--- src/rtl/edge_counter_multi_pkg.sv ---
// Shared types for the multi-channel gated edge counter.
//   ec_op_t     : command opcodes carried in cmd_in[63:60]
//   ec_mode_t   : per-channel edge qualification mode
//   ec_record_t : 128-bit record written into the RTI FIFO
package edge_counter_pkg;

    localparam int unsigned TS_W      = 64;
    localparam int unsigned CH_W      = 4;
    localparam int unsigned REC_CNT_W = 56;

    // Bit offsets of the record fields inside count_out
    localparam int unsigned REC_TS_LSB   = 64;
    localparam int unsigned REC_CH_LSB   = 60;
    localparam int unsigned REC_SAT_BIT  = 59;
    localparam int unsigned REC_LOST_BIT = 58;
    localparam int unsigned REC_MODE_LSB = 56;

    typedef enum logic [3:0] {
        OP_START    = 4'h1,
        OP_STOP     = 4'h2,
        OP_SNAPSHOT = 4'h3,
        OP_CLEAR    = 4'h4,
        OP_SET_MODE = 4'h5
    } ec_op_t;

    typedef enum logic [1:0] {
        MODE_RISING   = 2'b00,
        MODE_FALLING  = 2'b01,
        MODE_BOTH     = 2'b10,
        MODE_BOTH_ALT = 2'b11
    } ec_mode_t;

    typedef struct packed {
        logic [TS_W-1:0]      ts;
        logic [CH_W-1:0]      ch;
        logic                 sat;
        logic                 lost;
        ec_mode_t             mode;
        logic [REC_CNT_W-1:0] count;
    } ec_record_t;

endpackage

--- src/rtl/edge_counter_multi_if.sv ---
// Command / FIFO-side bus of edge_counter_multi.
//   master : command source and FIFO model (drives cmd_in, valid, counter, fifo_full)
//   slave  : the counter block (drives write, count_out, busy)
interface edge_counter_multi_if;

    logic [63:0]  cmd_in;
    logic         valid;
    logic [63:0]  counter;
    logic         fifo_full;
    logic         write;
    logic [127:0] count_out;
    logic         busy;

    modport master (
        output cmd_in, valid, counter, fifo_full,
        input  write, count_out, busy
    );

    modport slave (
        input  cmd_in, valid, counter, fifo_full,
        output write, count_out, busy
    );

endinterface

--- src/rtl/edge_counter_multi_ec_channel.sv ---
// One counter channel: input synchroniser, edge detector, saturating counter
// and a single pending-record slot.
//   sig_in      : asynchronous input
//   start_i..   : decoded command strobes for this channel
//   mode_i/ts_i : new edge mode and command-cycle timestamp
//   grant_i     : arbiter is writing this channel's slot this cycle
//   pending_o   : slot holds an unwritten record
//   rec_o       : slot contents
module ec_channel
    import edge_counter_pkg::*;
#(
    parameter int unsigned COUNT_WIDTH = 32,
    parameter int unsigned SYNC_STAGES = 2,
    parameter int unsigned CH_IDX      = 0
) (
    input  logic            clk,
    input  logic            reset,
    input  logic            sig_in,
    input  logic            start_i,
    input  logic            stop_i,
    input  logic            snap_i,
    input  logic            clear_i,
    input  logic            set_mode_i,
    input  ec_mode_t        mode_i,
    input  logic [TS_W-1:0] ts_i,
    input  logic            grant_i,
    output logic            pending_o,
    output ec_record_t      rec_o
);

    logic [SYNC_STAGES-1:0] sync_q, sync_d;
    logic                   prev_q, prev_d;
    logic                   armed_q, armed_d;
    ec_mode_t               mode_q, mode_d;
    logic [COUNT_WIDTH-1:0] count_q, count_d;
    logic                   sat_q, sat_d;
    logic                   pend_q, pend_d;
    ec_record_t             slot_q, slot_d;
    logic                   sync_out_c;
    logic                   hit_c;

    // Edge qualification, counting and slot capture
    always_comb begin
        sync_d     = {sync_q[SYNC_STAGES-2:0], sig_in};
        sync_out_c = sync_q[SYNC_STAGES-1];
        prev_d     = sync_out_c;
        armed_d    = armed_q;
        mode_d     = mode_q;
        count_d    = count_q;
        sat_d      = sat_q;
        pend_d     = pend_q;
        slot_d     = slot_q;

        case (mode_q)
            MODE_RISING:  hit_c = sync_out_c & ~prev_q;
            MODE_FALLING: hit_c = ~sync_out_c & prev_q;
            default:      hit_c = sync_out_c ^ prev_q;
        endcase

        if (start_i) begin
            armed_d = 1'b1;
        end else if (stop_i) begin
            armed_d = 1'b0;
        end

        if (set_mode_i) begin
            mode_d = mode_i;
        end

        // A same-cycle reset of the count wins over the edge
        if (start_i || clear_i || stop_i) begin
            count_d = '0;
            sat_d   = 1'b0;
        end else if (armed_q && hit_c) begin
            if (&count_q) begin
                sat_d = 1'b1;
            end else begin
                count_d = count_q + COUNT_WIDTH'(1);
            end
        end

        if (grant_i) begin
            pend_d = 1'b0;
        end

        // Capture uses pre-edge values; a slot being written this cycle counts as free
        if (stop_i || snap_i) begin
            pend_d       = 1'b1;
            slot_d.ts    = ts_i;
            slot_d.ch    = CH_W'(CH_IDX);
            slot_d.sat   = sat_q;
            slot_d.lost  = pend_q & ~grant_i;
            slot_d.mode  = mode_q;
            slot_d.count = REC_CNT_W'(count_q);
        end
    end

    // Channel state registers
    always_ff @(posedge clk) begin
        if (reset) begin
            sync_q  <= '0;
            prev_q  <= 1'b0;
            armed_q <= 1'b0;
            mode_q  <= MODE_RISING;
            count_q <= '0;
            sat_q   <= 1'b0;
            pend_q  <= 1'b0;
            slot_q  <= '0;
        end else begin
            sync_q  <= sync_d;
            prev_q  <= prev_d;
            armed_q <= armed_d;
            mode_q  <= mode_d;
            count_q <= count_d;
            sat_q   <= sat_d;
            pend_q  <= pend_d;
            slot_q  <= slot_d;
        end
    end

    assign pending_o = pend_q;
    assign rec_o     = slot_q;

endmodule

--- src/rtl/edge_counter_multi.sv ---
// Multi-channel gated edge counter between GPO command path and RTI FIFO.
//   clk, reset : system clock, synchronous active-high reset
//   input_sig  : NUM_CH asynchronous inputs to count
//   bus        : cmd_in/valid/counter in, fifo_full in, write/count_out/busy out
module edge_counter_multi
    import edge_counter_pkg::*;
#(
    parameter int unsigned NUM_CH      = 4,
    parameter int unsigned COUNT_WIDTH = 32,
    parameter int unsigned SYNC_STAGES = 2
) (
    input  logic              clk,
    input  logic              reset,
    input  logic [NUM_CH-1:0] input_sig,
    edge_counter_multi_if.slave bus
);

    localparam int unsigned SUM_W = CH_W + 1;

    ec_op_t              op_c;
    ec_mode_t            mode_c;
    logic [NUM_CH-1:0]   mask_c, start_c, stop_c, snap_c, clear_c, setm_c;
    logic [NUM_CH-1:0]   pending_c, grant_c, rot_c;
    logic [2*NUM_CH-1:0] pend2_c;
    ec_record_t          recs_c [NUM_CH];
    ec_record_t          rec_sel_c;
    logic                found_c, do_wr_c;
    logic [CH_W-1:0]     off_c, sel_c;
    logic [SUM_W-1:0]    sum_c;
    logic                write_q, write_d;
    logic [127:0]        count_out_q, count_out_d;
    logic [CH_W-1:0]     last_q, last_d;
    logic                unused_cmd_bits;

    assign unused_cmd_bits = ^{bus.cmd_in[59:18], bus.cmd_in[15:0]};

    // Command decode into per-channel strobes
    always_comb begin
        op_c    = ec_op_t'(bus.cmd_in[63:60]);
        mode_c  = ec_mode_t'(bus.cmd_in[17:16]);
        mask_c  = bus.valid ? bus.cmd_in[NUM_CH-1:0] : '0;
        start_c = (op_c == OP_START)    ? mask_c : '0;
        stop_c  = (op_c == OP_STOP)     ? mask_c : '0;
        snap_c  = (op_c == OP_SNAPSHOT) ? mask_c : '0;
        clear_c = (op_c == OP_CLEAR)    ? mask_c : '0;
        setm_c  = (op_c == OP_SET_MODE) ? mask_c : '0;
    end

    for (genvar g = 0; g < NUM_CH; g++) begin : g_ch
        ec_channel #(
            .COUNT_WIDTH (COUNT_WIDTH),
            .SYNC_STAGES (SYNC_STAGES),
            .CH_IDX      (g)
        ) u_ch (
            .clk        (clk),
            .reset      (reset),
            .sig_in     (input_sig[g]),
            .start_i    (start_c[g]),
            .stop_i     (stop_c[g]),
            .snap_i     (snap_c[g]),
            .clear_i    (clear_c[g]),
            .set_mode_i (setm_c[g]),
            .mode_i     (mode_c),
            .ts_i       (bus.counter),
            .grant_i    (grant_c[g]),
            .pending_o  (pending_c[g]),
            .rec_o      (recs_c[g])
        );
    end

    // Round-robin pick: rotate pending so the channel after last_q lands at bit 0
    always_comb begin
        pend2_c = {pending_c, pending_c};
        rot_c   = NUM_CH'(pend2_c >> ({1'b0, last_q} + SUM_W'(1)));
        found_c = 1'b0;
        off_c   = '0;
        for (int i = NUM_CH - 1; i >= 0; i--) begin
            if (rot_c[i]) begin
                found_c = 1'b1;
                off_c   = CH_W'(i);
            end
        end
        sum_c = {1'b0, last_q} + {1'b0, off_c} + SUM_W'(1);
        if (sum_c >= SUM_W'(NUM_CH)) begin
            sum_c = sum_c - SUM_W'(NUM_CH);
        end
        sel_c   = CH_W'(sum_c);
        do_wr_c = found_c && !bus.fifo_full;

        grant_c   = '0;
        rec_sel_c = '0;
        for (int i = 0; i < NUM_CH; i++) begin
            if (sel_c == CH_W'(i)) begin
                rec_sel_c  = recs_c[i];
                grant_c[i] = do_wr_c;
            end
        end

        write_d     = do_wr_c;
        count_out_d = do_wr_c ? rec_sel_c : count_out_q;
        last_d      = do_wr_c ? sel_c : last_q;
    end

    // Output registers; last_q starts at the top channel so channel 0 goes first
    always_ff @(posedge clk) begin
        if (reset) begin
            write_q     <= 1'b0;
            count_out_q <= '0;
            last_q      <= CH_W'(NUM_CH - 1);
        end else begin
            write_q     <= write_d;
            count_out_q <= count_out_d;
            last_q      <= last_d;
        end
    end

    assign bus.write     = write_q;
    assign bus.count_out = count_out_q;
    assign bus.busy      = |pending_c;

endmodule

--- src/flat_wrapper.sv ---
// flat-port wrapper written by rule: the top's interface ports become plain ports
module edge_counter_multi_flat import edge_counter_pkg::*;
#(
    parameter int unsigned NUM_CH      = 4,
    parameter int unsigned COUNT_WIDTH = 32,
    parameter int unsigned SYNC_STAGES = 2
)
  (clk, reset, input_sig, bus_cmd_in, bus_valid, bus_counter, bus_fifo_full, bus_write, bus_count_out, bus_busy);
  edge_counter_multi_if bus_i ();
  input  logic clk;
  input  logic reset;
  input  logic [NUM_CH-1:0] input_sig;
  input wire logic [$bits(bus_i.cmd_in)-1:0] bus_cmd_in;
  input wire logic [$bits(bus_i.valid)-1:0] bus_valid;
  input wire logic [$bits(bus_i.counter)-1:0] bus_counter;
  input wire logic [$bits(bus_i.fifo_full)-1:0] bus_fifo_full;
  output wire logic [$bits(bus_i.write)-1:0] bus_write;
  output wire logic [$bits(bus_i.count_out)-1:0] bus_count_out;
  output wire logic [$bits(bus_i.busy)-1:0] bus_busy;
  assign bus_i.cmd_in = bus_cmd_in;
  assign bus_i.valid = bus_valid;
  assign bus_i.counter = bus_counter;
  assign bus_i.fifo_full = bus_fifo_full;
  assign bus_write = bus_i.write;
  assign bus_count_out = bus_i.count_out;
  assign bus_busy = bus_i.busy;
  edge_counter_multi #(.NUM_CH(NUM_CH), .COUNT_WIDTH(COUNT_WIDTH), .SYNC_STAGES(SYNC_STAGES)) u_core (.clk(clk), .reset(reset), .input_sig(input_sig), .bus(bus_i));
endmodule
--- config.mk ---
export PLATFORM = sky130hd
export DESIGN_NAME = edge_counter_multi_flat
export DESIGN_NICKNAME = d
export VERILOG_FILES = /design/src/rtl/edge_counter_multi_pkg.sv /design/src/rtl/edge_counter_multi_if.sv /design/src/rtl/edge_counter_multi_ec_channel.sv /design/src/rtl/edge_counter_multi.sv /design/src/flat_wrapper.sv
export SDC_FILE = /design/constraint.sdc
export NUM_CORES = 1
export LEC_CHECK = 0
export CAP_MARGIN = 10
export CORE_ASPECT_RATIO = 1.75
export CORE_UTILIZATION = 50
export CTS_BUF_LIST = sky130_fd_sc_hd__clkbuf_2 sky130_fd_sc_hd__clkbuf_4 sky130_fd_sc_hd__clkbuf_8
export DETAILED_ROUTE_END_ITERATION = 8
export DONT_BUFFER_PORTS = 1
export PLACE_DENSITY = 0.67
export SLEW_MARGIN = 15
export SYNTH_ARGS = -nofsm -noshare
export SYNTH_HDL_FRONTEND = slang
export SYNTH_HIERARCHICAL = 1
export SYNTH_SLANG_ARGS = --single-unit
--- constraint.sdc ---
create_clock -name clk -period 4.2 [get_ports clk]
set_input_delay 0.21 -clock clk [delete_from_list [all_inputs] [get_ports clk]]
set_output_delay 0.21 -clock clk [all_outputs]
set_load 0.01 [all_outputs]
==> metrics.yaml <==
status:
  status: "finished clean"
floorplan:
  start_util_pct: 50.6
  die_height_um: 339
  io_pins: 266
  num_rows: 123
  die_w_um: 195
  core_area_sq_um: 64200
  dieArea_sq_um: 66000
place:
  portBuffers: 0
  gp_congestion: 0.893
  place_inst: 4456
  hpwlAfterDp_mm: 61.7
  pre_cts_ws_ns: 0.131
logic_synthesis:
  synth_adder_area_share_pct: 0.640
  synth.largest_area_cell: "dfxtp_1"
  syn_area_sq_um: 32400
  ys_warn_count: 6
  ys.flop_type: "dfxtp_1"
  synth-seq-cells: 696
  synth.mux.area_fraction_pct: 8.96
  synth_xor_area_share_pct: 0.432
  synthArstFlopShare_pct: 0
  yosysSeqAreaShare_pct: 42.9
  ys_types: 88
  synth_top_family_by_area: "simple AND/OR/NAND/NOR gates"
  synth.most_common_cell: "nand2_1"
  synth_compound_area_share_pct: 18.8
  ys_top_cells_by_area: "dfxtp_1, nand2_1, a21oi_1"
  syn_inst: 3908
  synth-edff-count: 0
  synth_common_cells: "nand2_1, dfxtp_1, a21oi_1"
  synth.top_cell.area_share_pct: 42.9
  synth_simple_gate_area_share_pct: 20.8
  avgSynthCellArea_sq_um: 8.30
cts:
  cts_tree: "built"
  cts_htree_levels: 3
  clock_sinks: 696
  insertion_delay_ns: 0.77
  post_cts_buffers: 0
  root_buffer: "clkbuf_8"
  clk_pin_slew_ns: 0.07
  cts_buffer_depth: 3
  cts_buffers: 104
global_route:
  grt_max_degree: 239
  grt_use_total_pct: 30.9
  grt_pass1_vias: 28800
  antenna_found_initial: 2
  grt_first_pass_wirelength_mm: 162
  grt-ovfl-total: 0
critical_path:
  path_class: "register to register"
  critPathMaxFanout: 10
  cp.required_ns: 4.86
  end_kind: "register"
  crit_arrival_ns: 4.62
  cp-start-kind: "register"
cells_and_area:
  finalNonFillerCells: 4934
  syn_to_final_growth_pct: 16.5
  fill_cells: 5649
  nets: 4187
  seq_area_sq_um: 13900
  drive_above_1_share_pct: 11.2
  multi_input_area_sq_um: 16700
power:
  ir_worst_vdd_uv: 1060
  p_int_uw: 12600
  power.leakage_uw: 0.0135
  sw_frac_of_total_pct: 38.2
  power.net_switching_uw: 7750
  power.density_nw_per_um2: 537
  clkPwrFrac_pct: 31.0
  seqPwrFrac_pct: 34.4
  combinationalPowerShare_pct: 34.6
  finalPower_uw: 20300
sta:
  fin_crit_sh_pct: 94.2
  finalClockSkew_ns: 0.0579
  min_period_ns: 3.96
  finalSetupViolCount: 0
  worst_pin_slew_ns: 1.29
  slew_viol_final: 0
  slew-limit-headroom_pct: 14.1
  max_freq_ghz: 0.253
  grt_setup_unrepaired: "no"
  finalHoldViolations: 0
  setup_ws_ns: 0.243
  setup_tns_ns: 0
min_path:
  worstHoldPathType: "primary input to register"
routing:
  drt_first_pass_iters: 7
  route.detailed.drc: 0
  ant_nets: 0
  routed_via_density: 6.02
  drt-initial-drc-count: 2164
  wirelength_mm: 104
  post_drt_wl_per_cell_um: 21.1
  routed-via-count: 29700
run:
  max_cap_viol_count: 0
## cell type report
class	count	share of cell area, %
Inverter	40	0.417
Sequential cell	696	36.9
Antenna cell	3	0.0199
Clock buffer	166	5.59
Timing Repair Buffer	350	9.56
Tap cell	812	2.69
Multi-Input combinational cell	2843	44.1
Clock inverter	24	0.734
## per-layer routing
metal,global-route usage (%),part of all wire (%),up-vias
met2,54.3,50,1135
met3,5.99,7.6,241
met1,35.4,38,14400
li1,-,-,13900
met5,0,0,-
met4,15.5,4.4,0
## placed cells by master, fill, tap and decap left out, drive strengths merged, types with 71 or more instances in the layout
master	n
nand2	938
dfxtp	696
a21oi	571
dlygate4sd3	283
clkbuf	166
o211ai	137
nand4	113
nor2	109
conb	108
nand3	105
a31oi	82
mux2i	73
mux2	71
## power by group through the flow
stage | Combinational (uW) | Sequential, uW | Clock, uW
3_3_place_gp | 6620 | 7130 | 0
5_1_grt | 7350 | 7010 | 6680
2_1_floorplan | 4500 | 7060 | 0
6_report | 7030 | 6990 | 6300
4_1_cts | 6810 | 6990 | 6400
3_5_place_dp | 6630 | 7140 | 0
## worst paths after layout
| check | slack [ns] | depth (start not counted) | end | startpoint |
|---|---|---|---|---|
| max | 0.24 | 14 | u_core/last_q[3] | u_core/g_ch[3].u_ch/pending_o |
| max reg2reg | 0.24 | 14 | u_core/last_q[3] | u_core/g_ch[3].u_ch/pending_o |
| min reg2reg | 0.44 | 1 | u_core/g_ch[1].u_ch/sync_q[1] | u_core/g_ch[1].u_ch/sync_q[0] |
| min | 0.08 | 5 | u_core/g_ch[2].u_ch/armed_q | bus_valid |
## stage by stage
stage,utilization (%),area [sq um],hold WS [ns]
floorplan,-,32800,0.338
global placement,50.6,32500,0.333
detailed placement,50.6,32500,0.332
CTS,58.8,37800,0.0185
global route,58.9,37800,0.0689
finish,58.9,37800,0.0813
## state kept, by name, summed over array words and instances, names as in the netlist
signal / cells
u_core/g_ch.u_ch/rec_o: 403
u_core/g_ch.u_ch/sync_q: 8
u_core/g_ch.u_ch/prev_q: 4
u_core/g_ch.u_ch/armed_q: 4
u_core/last_q: 4
u_core/bus.count_out: 128
u_core/g_ch.u_ch/mode_q: 8
u_core/g_ch.u_ch/count_q: 128
u_core/g_ch.u_ch/pending_o: 4
u_core/bus.write: 1
u_core/g_ch.u_ch/sat_q: 4
## worst max-delay path, cell delays in order, from the launching register on
cell and delay (ns):
dfxtp_1 0.57, nor2b_1 0.27, a311oi_4 0.09, o211ai_1 0.28, ha_4 0.17, inv_1 0.04, fa_4 0.50, xor2_1 0.20
ha_2 0.26, nand3b_1 0.15, nand2_1 0.21, o21ai_0 0.15, a211o_1 0.28, dlygate4sd3_1 0.55, a21oi_1 0.13
## timing repair
action | CTS | global route
hold buffers | 285 | 0
hold endpoints to repair | 551 | 0
setup endpoints to repair | 0 | 98
resized for setup | 0 | 10
## cells by family after synthesis
kind of cell | Yosys count
and+or+nand+nor | 1483
AOI/OAI and AO/OA | 1015
DFF | 696
buffers and inverters | 473
muxes | 205
adders and majority gates | 16
xor gates and xnor gates | 16
other | 4
No activity file was read; power rests on OpenSTA's default activity.
